**src/rtl/wb_pkg.sv**
```systemverilog
// rtl/wb_pkg.sv - shared types, load funct3 codes and helpers for the writeback stage
package wb_pkg;

  // Writeback sequencing states
  typedef enum logic [1:0] {
    IDLE     = 2'd0,
    WAIT_MEM = 2'd1,
    COMMIT   = 2'd2
  } wb_state_e;

  // RV32I load funct3 encodings
  localparam logic [2:0] F3_LB  = 3'b000;
  localparam logic [2:0] F3_LH  = 3'b001;
  localparam logic [2:0] F3_LW  = 3'b010;
  localparam logic [2:0] F3_LBU = 3'b100;
  localparam logic [2:0] F3_LHU = 3'b101;

  // True for the five load widths RV32I defines; 011, 110 and 111 are illegal
  function automatic logic is_valid_load(input logic [2:0] funct3);
    logic ok;
    case (funct3)
      F3_LB, F3_LH, F3_LW, F3_LBU, F3_LHU: ok = 1'b1;
      default:                             ok = 1'b0;
    endcase
    return ok;
  endfunction

  // Halfword loads need an even byte offset
  function automatic logic is_half_load(input logic [2:0] funct3);
    return (funct3 == F3_LH) || (funct3 == F3_LHU);
  endfunction

endpackage

```
**src/rtl/load_align.sv**
```systemverilog
// rtl/load_align.sv - load byte/halfword select, sign/zero extension and alignment check
module load_align
  import wb_pkg::*;
#(
  parameter int XLEN = 32
) (
  input  logic [XLEN-1:0] rdata,
  input  logic [1:0]      off,
  input  logic [2:0]      funct3,
  output logic [XLEN-1:0] data,
  output logic            misaligned
);

  logic [XLEN-1:0] shifted;
  logic [7:0]      byte_sel;
  logic [15:0]     half_sel;

  // Bring the addressed byte lane down to bit 0, then extend by load type
  always_comb begin
    shifted    = rdata >> {off, 3'b000};
    byte_sel   = shifted[7:0];
    half_sel   = shifted[15:0];
    data       = rdata;
    misaligned = 1'b0;
    case (funct3)
      F3_LB: begin
        data = {{(XLEN-8){byte_sel[7]}}, byte_sel};
      end
      F3_LH: begin
        data       = {{(XLEN-16){half_sel[15]}}, half_sel};
        misaligned = off[0];
      end
      F3_LW: begin
        data       = rdata;
        misaligned = (off != 2'b00);
      end
      F3_LBU: begin
        data = {{(XLEN-8){1'b0}}, byte_sel};
      end
      F3_LHU: begin
        data       = {{(XLEN-16){1'b0}}, half_sel};
        misaligned = off[0];
      end
      default: begin
        data       = rdata;
        misaligned = 1'b0;
      end
    endcase
  end

endmodule

```
**src/rtl/writeback_unit.sv**
```systemverilog
// rtl/writeback_unit.sv - RV32I writeback stage: register-file write, load return, instret, faults
module writeback_unit
  import wb_pkg::*;
#(
  parameter int XLEN        = 32,
  parameter int MEM_TIMEOUT = 16,
  parameter int CNT_W       = 32
) (
  input  logic             clk_i,
  input  logic             rst_i,
  input  logic             valid_i,
  output logic             ready_o,
  input  logic             reg_write_i,
  input  logic [4:0]       rd_i,
  input  logic             mem_to_reg_i,
  input  logic             jal_i,
  input  logic [2:0]       funct3_i,
  input  logic [XLEN-1:0]  alu_result_i,
  input  logic [XLEN-1:0]  pc_plus4_i,
  input  logic             mem_rvalid_i,
  input  logic [XLEN-1:0]  mem_rdata_i,
  output logic             regWrite_o,
  output logic [4:0]       wrd_o,
  output logic [XLEN-1:0]  wdata_o,
  output logic             fault_o,
  output logic             fault_sticky_o,
  output logic [CNT_W-1:0] instret_o
);

  localparam logic [1:0] ST_IDLE     = IDLE;
  localparam logic [1:0] ST_WAIT_MEM = WAIT_MEM;
  localparam logic [1:0] ST_COMMIT   = COMMIT;

  localparam int TW = (MEM_TIMEOUT > 1) ? $clog2(MEM_TIMEOUT) : 1;
  localparam logic [TW-1:0] TMO_LAST = TW'(MEM_TIMEOUT - 1);

  logic [1:0]       state;
  logic [4:0]       rd_q;
  logic [2:0]       funct3_q;
  logic [1:0]       off_q;
  logic             write_q;
  logic             fault_q;
  logic             sticky_q;
  logic [TW-1:0]    tmo_cnt;
  logic [4:0]       wrd_q;
  logic [XLEN-1:0]  wdata_q;
  logic [CNT_W-1:0] instret_q;

  logic             accept;
  logic             rd_write;
  logic             load_bad;
  logic [1:0]       align_off;
  logic [2:0]       align_f3;
  logic [XLEN-1:0]  align_data;
  logic             align_mis;

  assign ready_o  = (state == ST_IDLE) && !rst_i;
  assign accept   = valid_i && ready_o;
  assign rd_write = reg_write_i && (rd_i != 5'd0);

  // In IDLE the aligner judges the incoming request; while waiting it shapes the returned word
  assign align_off = (state == ST_IDLE) ? alu_result_i[1:0] : off_q;
  assign align_f3  = (state == ST_IDLE) ? funct3_i : funct3_q;

  load_align #(
    .XLEN(XLEN)
  ) u_align (
    .rdata      (mem_rdata_i),
    .off        (align_off),
    .funct3     (align_f3),
    .data       (align_data),
    .misaligned (align_mis)
  );

  assign load_bad = !is_valid_load(funct3_i) || align_mis;

  // Instruction sequencing, result latching, retire count and fault flags
  always_ff @(posedge clk_i) begin
    if (rst_i) begin
      state     <= ST_IDLE;
      rd_q      <= 5'd0;
      funct3_q  <= 3'd0;
      off_q     <= 2'd0;
      write_q   <= 1'b0;
      fault_q   <= 1'b0;
      sticky_q  <= 1'b0;
      tmo_cnt   <= '0;
      wrd_q     <= 5'd0;
      wdata_q   <= '0;
      instret_q <= '0;
    end else begin
      case (state)
        ST_IDLE: begin
          if (accept) begin
            rd_q     <= rd_i;
            funct3_q <= funct3_i;
            off_q    <= alu_result_i[1:0];
            tmo_cnt  <= '0;
            if (!mem_to_reg_i) begin
              state     <= ST_COMMIT;
              wrd_q     <= rd_i;
              wdata_q   <= jal_i ? pc_plus4_i : alu_result_i;
              write_q   <= rd_write;
              fault_q   <= 1'b0;
              instret_q <= instret_q + CNT_W'(1);
            end else if (load_bad) begin
              // Bad width or misaligned: retire immediately as a fault, never touch memory
              state    <= ST_COMMIT;
              write_q  <= 1'b0;
              fault_q  <= 1'b1;
              sticky_q <= 1'b1;
            end else begin
              state   <= ST_WAIT_MEM;
              write_q <= rd_write;
              fault_q <= 1'b0;
            end
          end
        end
        ST_WAIT_MEM: begin
          if (mem_rvalid_i) begin
            // A response on the timeout cycle still wins over the fault
            state     <= ST_COMMIT;
            wrd_q     <= rd_q;
            wdata_q   <= align_data;
            instret_q <= instret_q + CNT_W'(1);
          end else if (tmo_cnt == TMO_LAST) begin
            state    <= ST_COMMIT;
            write_q  <= 1'b0;
            fault_q  <= 1'b1;
            sticky_q <= 1'b1;
          end else begin
            tmo_cnt <= tmo_cnt + TW'(1);
          end
        end
        ST_COMMIT: begin
          state <= ST_IDLE;
        end
        default: begin
          state <= ST_IDLE;
        end
      endcase
    end
  end

  assign regWrite_o     = (state == ST_COMMIT) && write_q;
  assign fault_o        = (state == ST_COMMIT) && fault_q;
  assign fault_sticky_o = sticky_q;
  assign wrd_o          = wrd_q;
  assign wdata_o        = wdata_q;
  assign instret_o      = instret_q;

endmodule

```
**config.mk**
```make
export PLATFORM = sky130hd
export DESIGN_NAME = writeback_unit
export DESIGN_NICKNAME = d
export VERILOG_FILES = /design/src/rtl/wb_pkg.sv /design/src/rtl/load_align.sv /design/src/rtl/writeback_unit.sv
export SDC_FILE = /design/constraint.sdc
export NUM_CORES = 1
export LEC_CHECK = 0
export CAP_MARGIN = 20
export CORE_UTILIZATION = 35
export DETAILED_ROUTE_END_ITERATION = 16
export PLACE_DENSITY = 0.69
export REMOVE_ABC_BUFFERS = 1
export SYNTH_ARGS = -nofsm -noshare
export SYNTH_HDL_FRONTEND = slang
export SYNTH_SLANG_ARGS = --single-unit
```
**constraint.sdc**
```tcl
create_clock -name clk_i -period 6.4 [get_ports clk_i]
set_clock_uncertainty 0.2 [all_clocks]
set_input_delay 1.28 -clock clk_i [delete_from_list [all_inputs] [get_ports clk_i]]
set_output_delay 1.28 -clock clk_i [all_outputs]
set_load 0.01 [all_outputs]
```
# == Word-level counts from Yosys, hierarchy flattened ==
# Index checks and enable logic that the tools add are counted.
# word_totals
elab_cells,100
in_bits,111
reg_bits,88
# op_classes
eq_ne,20
n_mux,44
n_shift,1
n_reduce_logical,22
n_addsub,2
# op_table
op,n
$mux 32,7
$pmux 32 s2,2
$pmux 32 s4,1
$add 32x1->32 const B,1
$shr 32x5->16,1
$ne 2x2->1 const B,8
$mux 5,3
$mux 1,14
$eq 3x3->1 const B,4
$mux 2,6
$mux 4,3
$reduce_and 4->1,3
$pmux 5 s2,1
$pmux 1 s2,4
$pmux 4 s2,1
$eq 3x1->1 const B,2
$eq 3x2->1 const B,2
$logic_not 3->1,2
$reduce_and 6->1,1
$logic_and 1x1->1,5
$reduce_bool 5->1,1
$reduce_or 5->1,1
$add 4x1->4 const B,1
$eq 4x4->1 const B,1
11 further kinds,14

# == Longest topological paths before layout ==
# Gate-level depths: netlist of the first run.
# depth
word_depth,10
mapped_depth,9
mapped_depth_nobuf,7

# == Hierarchy ==
# Synthesis of the first run repeated with hierarchy kept, for this count alone.
# unflattened
hier_cells,634
hier_area_um2,5109.9
# by_module_without_submodules
mod,cells_each,seq_area_each_um2,area_per_inst_um2,instances
writeback_unit,530,1761.7,4357.9,1
load_align,104,0.0,752.0,1

# == Worst setup path before layout of the first run ==
# OpenSTA, ideal clock, no wires.
# synth_path
kind,input -> output
start,input rst_i
end,output ready_o
setup_slack_ns,2.984
path_stages,3
arrival_ns,1.936
path_buffers,2
t_required_ns,4.920
path_cell_list,clkbuf_1 > clkbuf_1 > nor2_1
# synth_via
elab_chain_len,2
# synth_lines
item,line,text
from (decl),writeback_unit.sv:10,"input logic rst_i,"
$logic_not 1->1,writeback_unit.sv:57,assign ready_o = (state == ST_IDLE) && !rst_i;
$logic_and 1x1->1,writeback_unit.sv:57,
to (decl),writeback_unit.sv:12,"output logic ready_o,"
# No other way between the ends.

# == Worst setup path in the final report of the first run ==
# layout_path
start,input alu_result_i[1]
end,"register wdata_q[31], in the netlist wdata_o[31]"
# layout_via
elab_chain_len,5
# layout_lines
item,line,text
from (decl),writeback_unit.sv:18,"input logic [XLEN-1:0] alu_result_i,"
$mux 2,writeback_unit.sv:62,assign align_off = (state == ST_IDLE) ? alu_result_i[1:0] : off_q;
$shr 32x5->16,load_align.sv:20,"shifted = rdata >> {off, 3'b000};"
$pmux 32 s4,load_align.sv:25,case (funct3)
$mux 32,writeback_unit.sv:120,if (mem_rvalid_i) begin
$pmux 32 s2,writeback_unit.sv:92,case (state)
to (signal assigned),writeback_unit.sv:102,wdata_q <= jal_i ? pc_plus4_i : alu_result_i;
to (signal assigned),writeback_unit.sv:124,wdata_q <= align_data;
to (decl),writeback_unit.sv:46,logic [XLEN-1:0] wdata_q;
# No other way between the ends. The select of a mux whose other input is x is not followed.
# A chain may end at the register's enable or synchronous reset.

==> results of run 1 <==
## final cells by class
type | count | area, um2
clock buffers | 10 | 239
clock inverters | 5 | 78.8
fillers | 1196 | 6260
inverters | 9 | 33.8
multi-input cells | 454 | 2870
flip-flops and latches | 88 | 1760
well taps | 176 | 220
repair buffers | 185 | 1840
## worst min-delay path by stage
| stage | start | to | depth (start not counted) |
|---|---|---|---|
| 5_1_grt | wdata_o[28]$_SDFFE_PP0P_ | wdata_o[28]$_SDFFE_PP0P_ | 2 |
| 2_1_floorplan | rd_q[0]$_SDFFE_PP0P_ | rd_q[0]$_SDFFE_PP0P_ | 2 |
| 3_3_place_gp | wdata_o[16]$_SDFFE_PP0P_ | wdata_o[16]$_SDFFE_PP0P_ | 2 |
| 3_5_place_dp | wdata_o[25]$_SDFFE_PP0P_ | wdata_o[25]$_SDFFE_PP0P_ | 2 |
| 6_report | rd_q[2]$_SDFFE_PP0P_ | rd_q[2]$_SDFFE_PP0P_ | 2 |
| 4_1_cts | rd_q[2]$_SDFFE_PP0P_ | rd_q[2]$_SDFFE_PP0P_ | 2 |
## cell usage after synthesis, drive strengths merged
cell     count  share of area
inv          8         0.0063
a2111oi      1         0.0018
a311oi       7          0.013
nor2        69          0.057
and3         3         0.0039
or2          2         0.0026
nand3       16          0.017
o21ai       33          0.042
and2         2         0.0026
o211a        2         0.0042
a21o         7          0.011
clkbuf      24          0.019
a311o        1         0.0021
xnor2        8          0.015
dfxtp       88           0.37
a41oi        2         0.0036
and4         5         0.0091
a21oi       22          0.023
nand2       99          0.077
a221oi       7          0.013
xor2        20          0.036
or4          2         0.0031
ha           2         0.0052
o2111ai      1         0.0018
nor3         8         0.0094
o2bb2ai      8          0.015
a31oi        4         0.0052
mux2         1         0.0023
mux2i       37          0.080
o21a        10          0.016
clkinv       1        0.00078
or3          6         0.0078
nand4       12          0.016
nor4b        2         0.0049
o31ai       20          0.035
nor2b        1         0.0013
nor3b        2         0.0042
a211oi      18          0.029
o221ai       8          0.015
nand3b       2         0.0031
and4b        1         0.0021
buf         11          0.014
nand2b       3         0.0039
## logic make-up (layout without fill, tap and decap cells)
| family | Yosys count | after routing | synth area share |
|---|---|---|---|
| AO/OA/AOI/OAI | 151 | 151 | 0.230 |
| XOR/XNOR | 28 | 28 | 0.0511 |
| adder cells (fa/ha/maj) | 2 | 2 | 0.00521 |
| buffers and inverters | 44 | 209 | 0.0401 |
| flip-flops | 88 | 88 | 0.367 |
| multiplexers | 38 | 38 | 0.0821 |
| AND/OR/NAND/NOR | 235 | 235 | 0.225 |
## power groups by stage
stage,logic [mW],clock network [mW],registers (mW)
final,0.313,0.574,0.593
after global routing,0.340,0.610,0.596
after CTS,0.313,0.583,0.593
after detailed placement,0.311,0,0.605
after global placement,0.304,0,0.604
after floorplan,0.131,0,0.610
## critical path, stage by stage
cell,delay (ns)
clkdlybuf4s50_1,0.47
nor3b_2,0.20
nor2_1,0.84
a21oi_1,0.24
a2111oi_0,0.79
o31ai_4,0.30
o21ai_0,0.26
## flip-flops by register name, indices dropped and copies added (netlist names)
register and cells:
instret_o 32, rd_q 5, write_q 1, funct3_q 3, off_q 2, fault_q 1, wdata_o 32, wrd_o 5
state 2, fault_sticky_o 1, tmo_cnt 4
## through the flow
stage | utilization | std cells
finish | 0.529 | 927
global route | 0.529 | 927
CTS | 0.529 | 927
detailed placement | 0.506 | 912
global placement | 0.506 | 912
floorplan | - | 551
## routing by layer
| metal | up-vias | part of all wire | GRT usage |
|---|---|---|---|
| li1 | 2442 | - | - |
| met1 | 2375 | 0.44 | 0.277 |
| met2 | 169 | 0.48 | 0.379 |
| met3 | 28 | 0.054 | 0.0364 |
| met4 | 0 | 0.025 | 0.102 |
| met5 | - | 0 | 0 |
==> summary.md, run 1 <==
| Metric | Value |
|---|---|
| Status | `complete, no violations` |
| Std-Cell Rows | `42` |
| CTS sink cnt | `88` |
| Comb power frac | `0.211` |
| Fin nets | `between 800 and 900` |
| R2R setup slack | `roughly 2.7 ns` |
| Area after DPL | `0.00672 mm2` |
| ANT cells | `0` |
| DPL Wire Length | `11.8 mm` |
| Most frequent cells in the layout | `clkdlybuf4s50_1, nand2_1, dfxtp_1, nor2_1, mux2i_1` |
| Design area | `0.00704 mm2` |
| Resized cells post-CTS | `0` |
| Total gr overflow | `0` |
| First-pass GRT wire length | `~25 mm` |
| Final worst path period share | `0.677` |
| RSZ-0062 raised after global routing | `no` |
| Register area share after synthesis | `0.367` |
| Post-Syn Area | `around 0.0048 mm2` |
| Sw Pwr | `around 400 uW` |
| Vias in the first global route | `approximately 5000` |
| Die Ht | `~120 um` |
| PwrDens | `approximately 210 mW/mm2` |
| Pwr Total | `~1.5 mW` |
| Synth Warn # | `0` |
| Final setup viols | `0` |
| Crit path to | `wdata_o[31]$_SDFFE_PP0P_` |
| Share of power burned in registers | `0.401` |
| HP Class | `flip-flop to flip-flop` |
| Area growth from synthesis to layout | `46.6%` |
| First-pass DRT Iterations | `4` |
| Clk pwr share | `0.388` |
| IO Count | `184` |
| Die X | `119 um` |
| Synthesized instance count | `~590` |
| Crit path max fanout | `17` |
| DP Worst Slack | `1.82 ns` |
| Slew Limit Fails | `0` |
| Worst R2R Start | `state[1]$_SDFFE_PP0P_` |
| MaxCap Viol Count | `0` |
| DRT iter0 DRCs | `~330` |
| Switching portion of total power | `0.271` |
| GR Util All Layers | `0.224` |
| Initial antenna violation count | `0` |
| FF+latch count, synth | `just under 90` |
| DRC | `0` |
| Leak | `between 2 and 3 nW` |
| Largest net degree at the start of global routing | `76` |
| Global placer's final weighted congestion | `0.827` |
| Slew @ Worst Pin | `1.07 ns` |
| Routed Antenna Nets | `0` |
| Clk buf depth | `2` |
| Hold Fails Final Rpt | `0` |
| Share of cells above drive strength 1 | `0.0559` |
| Critical Path Start | `alu_result_i[1]` |
| Critical path arrival | `approximately 4.4 ns` |
| CTS HTree Levels | `3` |
| Num CTS Buffers | `9` |
| Drt via density | `5.41` |
| Routed vias | `between 5000 and 6000` |
| Crit start category | `input pin` |
| Hold Slack | `between 0.2 and 0.3 ns` |
| Setup TNS | `0 ns` |
| WL per Instance | `~17 um` |
| Internal Pwr Total | `between 1 and 1.5 mW` |
| Starting Density | `0.361` |
| R2R cell count | `6` |
| Skew-Pair Late Insertion Delay | `between 0.3 and 0.4 ns` |
| WS Path Type | `input pin to flip-flop` |
| Port buffer count | `183` |
| Core region area | `roughly 0.013 mm2` |
| CP required | `~6.5 ns` |
| Hold Buf Count CTS | `0` |
| Final setup margin | `2.06 ns` |
| WL final | `about 16 mm` |
| Avg Cell Area, Syn | `a little over 8 um2` |
| CTS tree | `yes` |
| Slew headroom | `0.284` |
| Post-CTS Setup Bufs | `0` |
| Fmax | `between 0.2 and 0.25 GHz` |
| Commonest non-fill, non-tap cell in the layout | `clkdlybuf4s50_1` |
| Synth cell types | `55` |
| Die ar. | `0.0142 mm2` |
| Fin crit period | `roughly 4.3 ns` |
| Crit Reg-Reg Endpoint | `wdata_o[31]$_SDFFE_PP0P_` |
| Root Buffer | `clkbuf_16` |
| Critical Path Sink Type | `flip-flop` |
| Worst-path clk slew | `around 0.060 ns` |
| Worst vdd ir | `approximately 110 uV` |
No activity file was read; power rests on OpenSTA's default activity.
==> run 2, diff against run 1 <==
--- a/config.mk
+++ b/config.mk
@@ -8,7 +8,7 @@
 export CAP_MARGIN = 20
 export CORE_UTILIZATION = 35
 export DETAILED_ROUTE_END_ITERATION = 16
-export PLACE_DENSITY = 0.69
+export PLACE_DENSITY = 0.72
 export REMOVE_ABC_BUFFERS = 1
 export SYNTH_ARGS = -nofsm -noshare
 export SYNTH_HDL_FRONTEND = slang
==> constraint.sdc (replaced) <==
create_clock -name clk_i -period 3.54 [get_ports clk_i]
set_clock_uncertainty 0.2 [all_clocks]
set_input_delay 0.708 -clock clk_i [delete_from_list [all_inputs] [get_ports clk_i]]
set_output_delay 0.708 -clock clk_i [all_outputs]
set_load 0.01 [all_outputs]
==> run 2 against run 1 <==
  * Sequential cell count stayed put
  * Setup slack worse by 1.7 ns
  * Register-to-register slack worse by 2.2 ns
  * Combinational power is 86% higher
  * Die area stayed put
  * Critical path depth is 1 higher
  * Core utilization is 0.34 points higher
  * Wire length is 0.57% higher
  * Cell area is 0.64% higher
  * Critical path type unchanged
  * Largest power group unchanged
==> summary.md, run 2 (synthesized netlist as in run 1, its figures left out) <==
| Metric | Value |
|---|---|
| Share of cells above drive strength 1 | `0.0657` |
| Crit path to | `wdata_o[17]$_SDFFE_PP0P_` |
| Fin crit period | `roughly 3.2 ns` |
| Final setup viols | `0` |
| Area growth from synthesis to layout | `47.5%` |
| DP Worst Slack | `-0.0515 ns` |
| Crit start category | `input pin` |
| Comb power frac | `0.226` |
| First-pass DRT Iterations | `5` |
| CTS sink cnt | `between 80 and 90` |
| Routed Antenna Nets | `0` |
| Critical path arrival | `around 3.2 ns` |
| Largest net degree at the start of global routing | `between 40 and 50` |
| Fin nets | `a little under 900` |
| Hold Buf Count CTS | `0` |
| Vias in the first global route | `4907` |
| Design area | `between 0.007 and 0.008 mm2` |
| Final worst path period share | `0.908` |
| Die Ht | `~120 um` |
| Resized cells post-CTS | `0` |
| CTS tree | `yes` |
| Area after DPL | `a little under 0.007 mm2` |
| Die X | `between 100 and 150 um` |
| Internal Pwr Total | `~1.9 mW` |
| Worst R2R Start | `state[0]$_SDFFE_PP0P_` |
| Finished Core Util | `0.533` |
| CTS HTree Levels | `3` |
| Slew Limit Fails | `0` |
| Post-CTS Setup Bufs | `0` |
| Switching portion of total power | `0.278` |
| Share of power burned in registers | `0.416` |
| PwrDens | `between 300 and 400 mW/mm2` |
| Worst vdd ir | `about 270 uV` |
| HP Class | `flip-flop to flip-flop` |
| Num CTS Buffers | `9` |
| Crit path max fanout | `16` |
| R2R setup slack | `between 0.5 and 0.6 ns` |
| Slew @ Worst Pin | `around 1.0 ns` |
| Std-Cell Rows | `42` |
| Critical Path Sink Type | `flip-flop` |
| Placed cells | `about 900` |
| CP required | `approximately 3.5 ns` |
| Sw Pwr | `714 uW` |
| Most frequent cells in the layout | `clkdlybuf4s50_1, nand2_1, dfxtp_1, nor2_1, mux2i_1` |
| First-pass GRT wire length | `~25 mm` |
| R2R cell count | `6` |
| Fmax | `slightly above 0.3 GHz` |
| Drt via density | `between 5 and 6` |
| Root Buffer | `clkbuf_16` |
| Clk pwr share | `0.359` |
| Commonest non-fill, non-tap cell in the layout | `clkdlybuf4s50_1` |
| ANT cells | `0` |
| Total gr overflow | `0` |
| Skew-Pair Late Insertion Delay | `~0.35 ns` |
| Global placer's final weighted congestion | `~0.90` |
| DRC | `0` |
| Hold Fails Final Rpt | `0` |
| MaxCap Viol Count | `0` |
| Clk buf depth | `2` |
| Die ar. | `approximately 0.014 mm2` |
| Slew headroom | `0.306` |
| Critical Path Start | `alu_result_i[1]` |
| Pwr Total | `2.57 mW` |
| Fin cells | `937` |
| RSZ-0062 raised after global routing | `no` |
| Port buffer count | `183` |
| Leak | `between 2 and 3 nW` |
| Worst-path clk slew | `approximately 0.06 ns` |
| Status | `complete, no violations` |
| DRT iter0 DRCs | `a little under 300` |
| Final setup margin | `approximately 0.32 ns` |
| Crit Reg-Reg Endpoint | `wdata_o[17]$_SDFFE_PP0P_` |
| # fillers | `about 1200` |
| Hold_sp | `wdata_o[16]$_SDFFE_PP0P_` |
| DPL Wire Length | `between 10 and 15 mm` |
| Core region area | `between 0.01 and 0.015 mm2` |
| GR Util All Layers | `0.220` |
| WS Path Type | `input pin to flip-flop` |
| WL per Instance | `between 15 and 20 um` |
| IO Count | `around 180` |
| Initial antenna violation count | `0` |
| WL final | `~16 mm` |
| Routed vias | `roughly 5100` |
| Starting Density | `0.361` |
-- run 2: layout make-up --
cell class	count	area, um2	share of cell area
Multi-Input combinational cell	454	2870	0.405
Timing Repair Buffer	194	1920	0.271
Sequential cell	88	1760	0.249
Clock buffer	13	270	0.0381
Tap cell	176	220	0.0311
Inverter	9	33.8	0.00477
Clock inverter	3	15.0	0.00212
-- run 2: worst min path at each step --
| stage | endpoint | cells after the start |
|---|---|---|
| after floorplan | rd_q[0]$_SDFFE_PP0P_ | 2 |
| after global placement | wdata_o[18]$_SDFFE_PP0P_ | 2 |
| after detailed placement | wdata_o[16]$_SDFFE_PP0P_ | 2 |
| after CTS | rd_q[4]$_SDFFE_PP0P_ | 2 |
| after global routing | rd_q[4]$_SDFFE_PP0P_ | 2 |
| final | wdata_o[16]$_SDFFE_PP0P_ | 2 |
-- run 2: routing by layer --
metal  GRT usage  vias to the layer above  share of wire
li1            -                     2457              -
met1       0.263                     2393           0.42
met2       0.373                      182           0.48
met3      0.0613                       27          0.072
met4      0.0799                        0          0.024
met5           0                        -              0
-- run 2: critical path: stages --
cell and delay (ns):
clkdlybuf4s50_1 0.53, nor3b_2 0.28, or2_1 0.20, buf_4 0.18, o211a_1 0.21, o31ai_4 0.12
o31ai_4 0.77, o21ai_0 0.20
-- run 2: power groups by stage --
stage	Sequential, mW	Combinational, mW	Clock, mW
floorplan	1.10	0.237	0
CTS	1.07	0.579	0.949
detailed placement	1.09	0.577	0
global placement	1.09	0.564	0
finish	1.07	0.581	0.923
global route	1.07	0.626	0.983
-- run 2: metrics by stage --
stage               setup TNS (ns)  hold slack [ns]
floorplan                    -3.08            0.231
finish                           0            0.257
global route                     0            0.274
CTS                              0            0.259
global placement                 0            0.236
detailed placement          -0.154            0.245
==> run 3, diff against run 2 <==
--- a/config.mk
+++ b/config.mk
@@ -5,7 +5,7 @@
 export SDC_FILE = /design/constraint.sdc
 export NUM_CORES = 1
 export LEC_CHECK = 0
-export CAP_MARGIN = 20
+export CAP_MARGIN = 40
 export CORE_UTILIZATION = 35
 export DETAILED_ROUTE_END_ITERATION = 16
 export PLACE_DENSITY = 0.72
==> constraint.sdc (replaced) <==
create_clock -name clk_i -period 3.54 [get_ports clk_i]
set_clock_uncertainty 0.2 [all_clocks]
set_input_delay 0.708 -clock clk_i [delete_from_list [all_inputs] [get_ports clk_i]]
set_output_delay 0.708 -clock clk_i [all_outputs]
set_load 0.05 [all_outputs]
==> run 3 against run 2 <==
  * Final cell count decreased by 0.32%
  * Wire length is 1.4% lower
  * Die area did not move
  * Power grew 3.5%
  * Core utilization barely moved
  * Clock-buffer cell count up 1
  * Register-to-register slack worse by 0.20 ns
  * Clock power decreased by 2.3%
  * Non-clock buffer count shrank 1
  * Fmax down 2.5%
==> summary.md, run 3 (synthesized netlist as in run 1, its figures left out) <==
| Metric | Value |
|---|---|
| Multi-input logic area | `about 0.0029 mm2` |
| Vias in the first global route | `slightly below 5000` |
| CP top delay family | `compound AO/OA/AOI/OAI gates` |
| Post-CTS Setup Bufs | `0` |
| Resized cells post-CTS | `0` |
| Core region area | `about 0.013 mm2` |
| CTS sink cnt | `roughly 90` |
| RSZ-0062 raised after global routing | `no` |
| Routed vias | `about 5000` |
| Slowest cell on the critical path | `o31ai_4` |
| Worst-path clk slew | `0.06 ns` |
| Critical Path Sink Type | `flip-flop` |
| ANT cells | `0` |
| Critical path arrival | `around 3.3 ns` |
| Routing usage on met2 | `0.369` |
| Starting Density | `0.361` |
| Worst vdd ir | `between 300 and 400 uV` |
| Status | `complete, no violations` |
| Slew headroom | `0.410` |
| Most Used Layer, Global Route | `met2` |
| Die ar. | `0.0142 mm2` |
| Share of cells above drive strength 1 | `0.0607` |
| Hold Slack | `0.253 ns` |
| WS Path Type | `input pin to flip-flop` |
| Crit path max fanout | `16` |
| WL per Instance | `approximately 16 um` |
| Global placer's final weighted congestion | `between 0.9 and 1` |
| Hold Fails Final Rpt | `0` |
| Commonest non-fill, non-tap cell in the layout | `clkdlybuf4s50_1` |
| DRC | `0` |
| CP required | `around 3.5 ns` |
| Initial antenna violation count | `0` |
| Placed cells | `920` |
| Port buffer count | `approximately 180` |
| Fin nets | `about 870` |
| First-pass GRT wire length | `roughly 25 mm` |
| Drt via density | `between 5 and 6` |
| Area growth from synthesis to layout | `47.6%` |
| CTS tree | `yes` |
| Routed Antenna Nets | `0` |
| Final setup viols | `0` |
| GR Util All Layers | `0.218` |
| Slew @ Worst Pin | `0.885 ns` |
| Num CTS Buffers | `9` |
| # fillers | `~1200` |
| Largest net degree at the start of global routing | `63` |
| Fin cells | `roughly 930` |
| Met3 usage | `0.0551` |
| Die Ht | `between 100 and 150 um` |
| Leak | `approximately 2.6 nW` |
| Most frequent cells in the layout | `clkdlybuf4s50_1, nand2_1, dfxtp_1, nor2_1, mux2i_1` |
| Crit-path cells | `clkdlybuf4s50_1, nor3b_2, or2_1, buf_4, o211a_1, o31ai_4, o31ai_4, o21ai_0` |
| Finished Core Util | `0.533` |
| Worst Path Buf+Inv | `2` |
| Critical path's largest stage delay | `~0.8 ns` |
| Fmax | `~0.30 GHz` |
| HP Class | `flip-flop to flip-flop` |
| CTS HTree Levels | `3` |
| WL final | `approximately 15 mm` |
| Clk buf depth | `2` |
| Root Buffer | `clkbuf_16` |
| First-pass DRT Iterations | `4` |
| Fin crit period | `3.30 ns` |
| Std-Cell Rows | `between 40 and 50` |
| Crit start category | `input pin` |
| Hold Buf Count CTS | `0` |
| Crit-path most repeated cell | `o31ai_4` |
| MaxCap Viol Count | `0` |
| Register Area | `0.00176 mm2` |
| IO Count | `roughly 180` |
| Pwr Total | `about 2.7 mW` |
| Total gr overflow | `0` |
| Setup TNS | `0 ns` |
| DRT iter0 DRCs | `270` |
| Met1 Usage GRT | `0.267` |
| Skew-Pair Late Insertion Delay | `0.34 ns` |
| PwrDens | `between 300 and 400 mW/mm2` |
| DPL Wire Length | `11.8 mm` |
| Slew Limit Fails | `0` |
| Final worst path period share | `0.932` |
| Die X | `119 um` |
[run 3: changes by cell type in the layout (fill, tap and decap cells not counted)]
cell | previous run | this run
clkinv_2 | 3 | 0
buf_4 | 10 | 8
buf_16 | 0 | 1
clkbuf_1 | 1 | 2
[run 3: area by class of cell]
| cell class | instances | share of cell area |
|---|---|---|
| Inverter | 9 | 0.00477 |
| Sequential cell | 88 | 0.249 |
| Tap cell | 176 | 0.0311 |
| Timing Repair Buffer | 193 | 0.272 |
| Clock buffer | 14 | 0.0387 |
| Multi-Input combinational cell | 454 | 0.405 |
[run 3: path summary, 6_finish.rpt]
| kind | startpoint | endpoint | slack (ns) | cells after the start |
|---|---|---|---|---|
| hold / removal | wdata_o[26]$_SDFFE_PP0P_ | wdata_o[26]$_SDFFE_PP0P_ | 0.25 | 2 |
| hold reg to reg | wdata_o[26]$_SDFFE_PP0P_ | wdata_o[26]$_SDFFE_PP0P_ | 0.25 | 2 |
| setup reg to reg | state[1]$_SDFFE_PP0P_ | wdata_o[16]$_SDFFE_PP0P_ | 0.34 | 6 |
| setup / recovery | alu_result_i[1] | wdata_o[16]$_SDFFE_PP0P_ | 0.24 | 8 |
[run 3: stage by stage]
stage	setup slack, ns	cell area, um2
after detailed placement	-0.117	6810
after CTS	0.273	7090
after global routing	0.00307	7090
after global placement	0.0564	6780
after floorplan	-0.196	4640
final	0.241	7090
[run 3: power breakdown]
part,internal (mW),switching (mW)
Clock,0.526,0.375
Sequential,1.04,0.0355
Combinational,0.292,0.398
[run 3: metal layers]
layer / up-vias / share of wire
met5: - / 0
met4: 0 / 0.025
met3: 27 / 0.056
met2: 172 / 0.48
met1: 2387 / 0.44
li1: 2458 / -
[run 3: tightest hold or removal path, stage by stage, from the launching register on]
cell and delay (ns):
dfxtp_1 0.32, nand2_1 0.06, o21ai_2 0.04
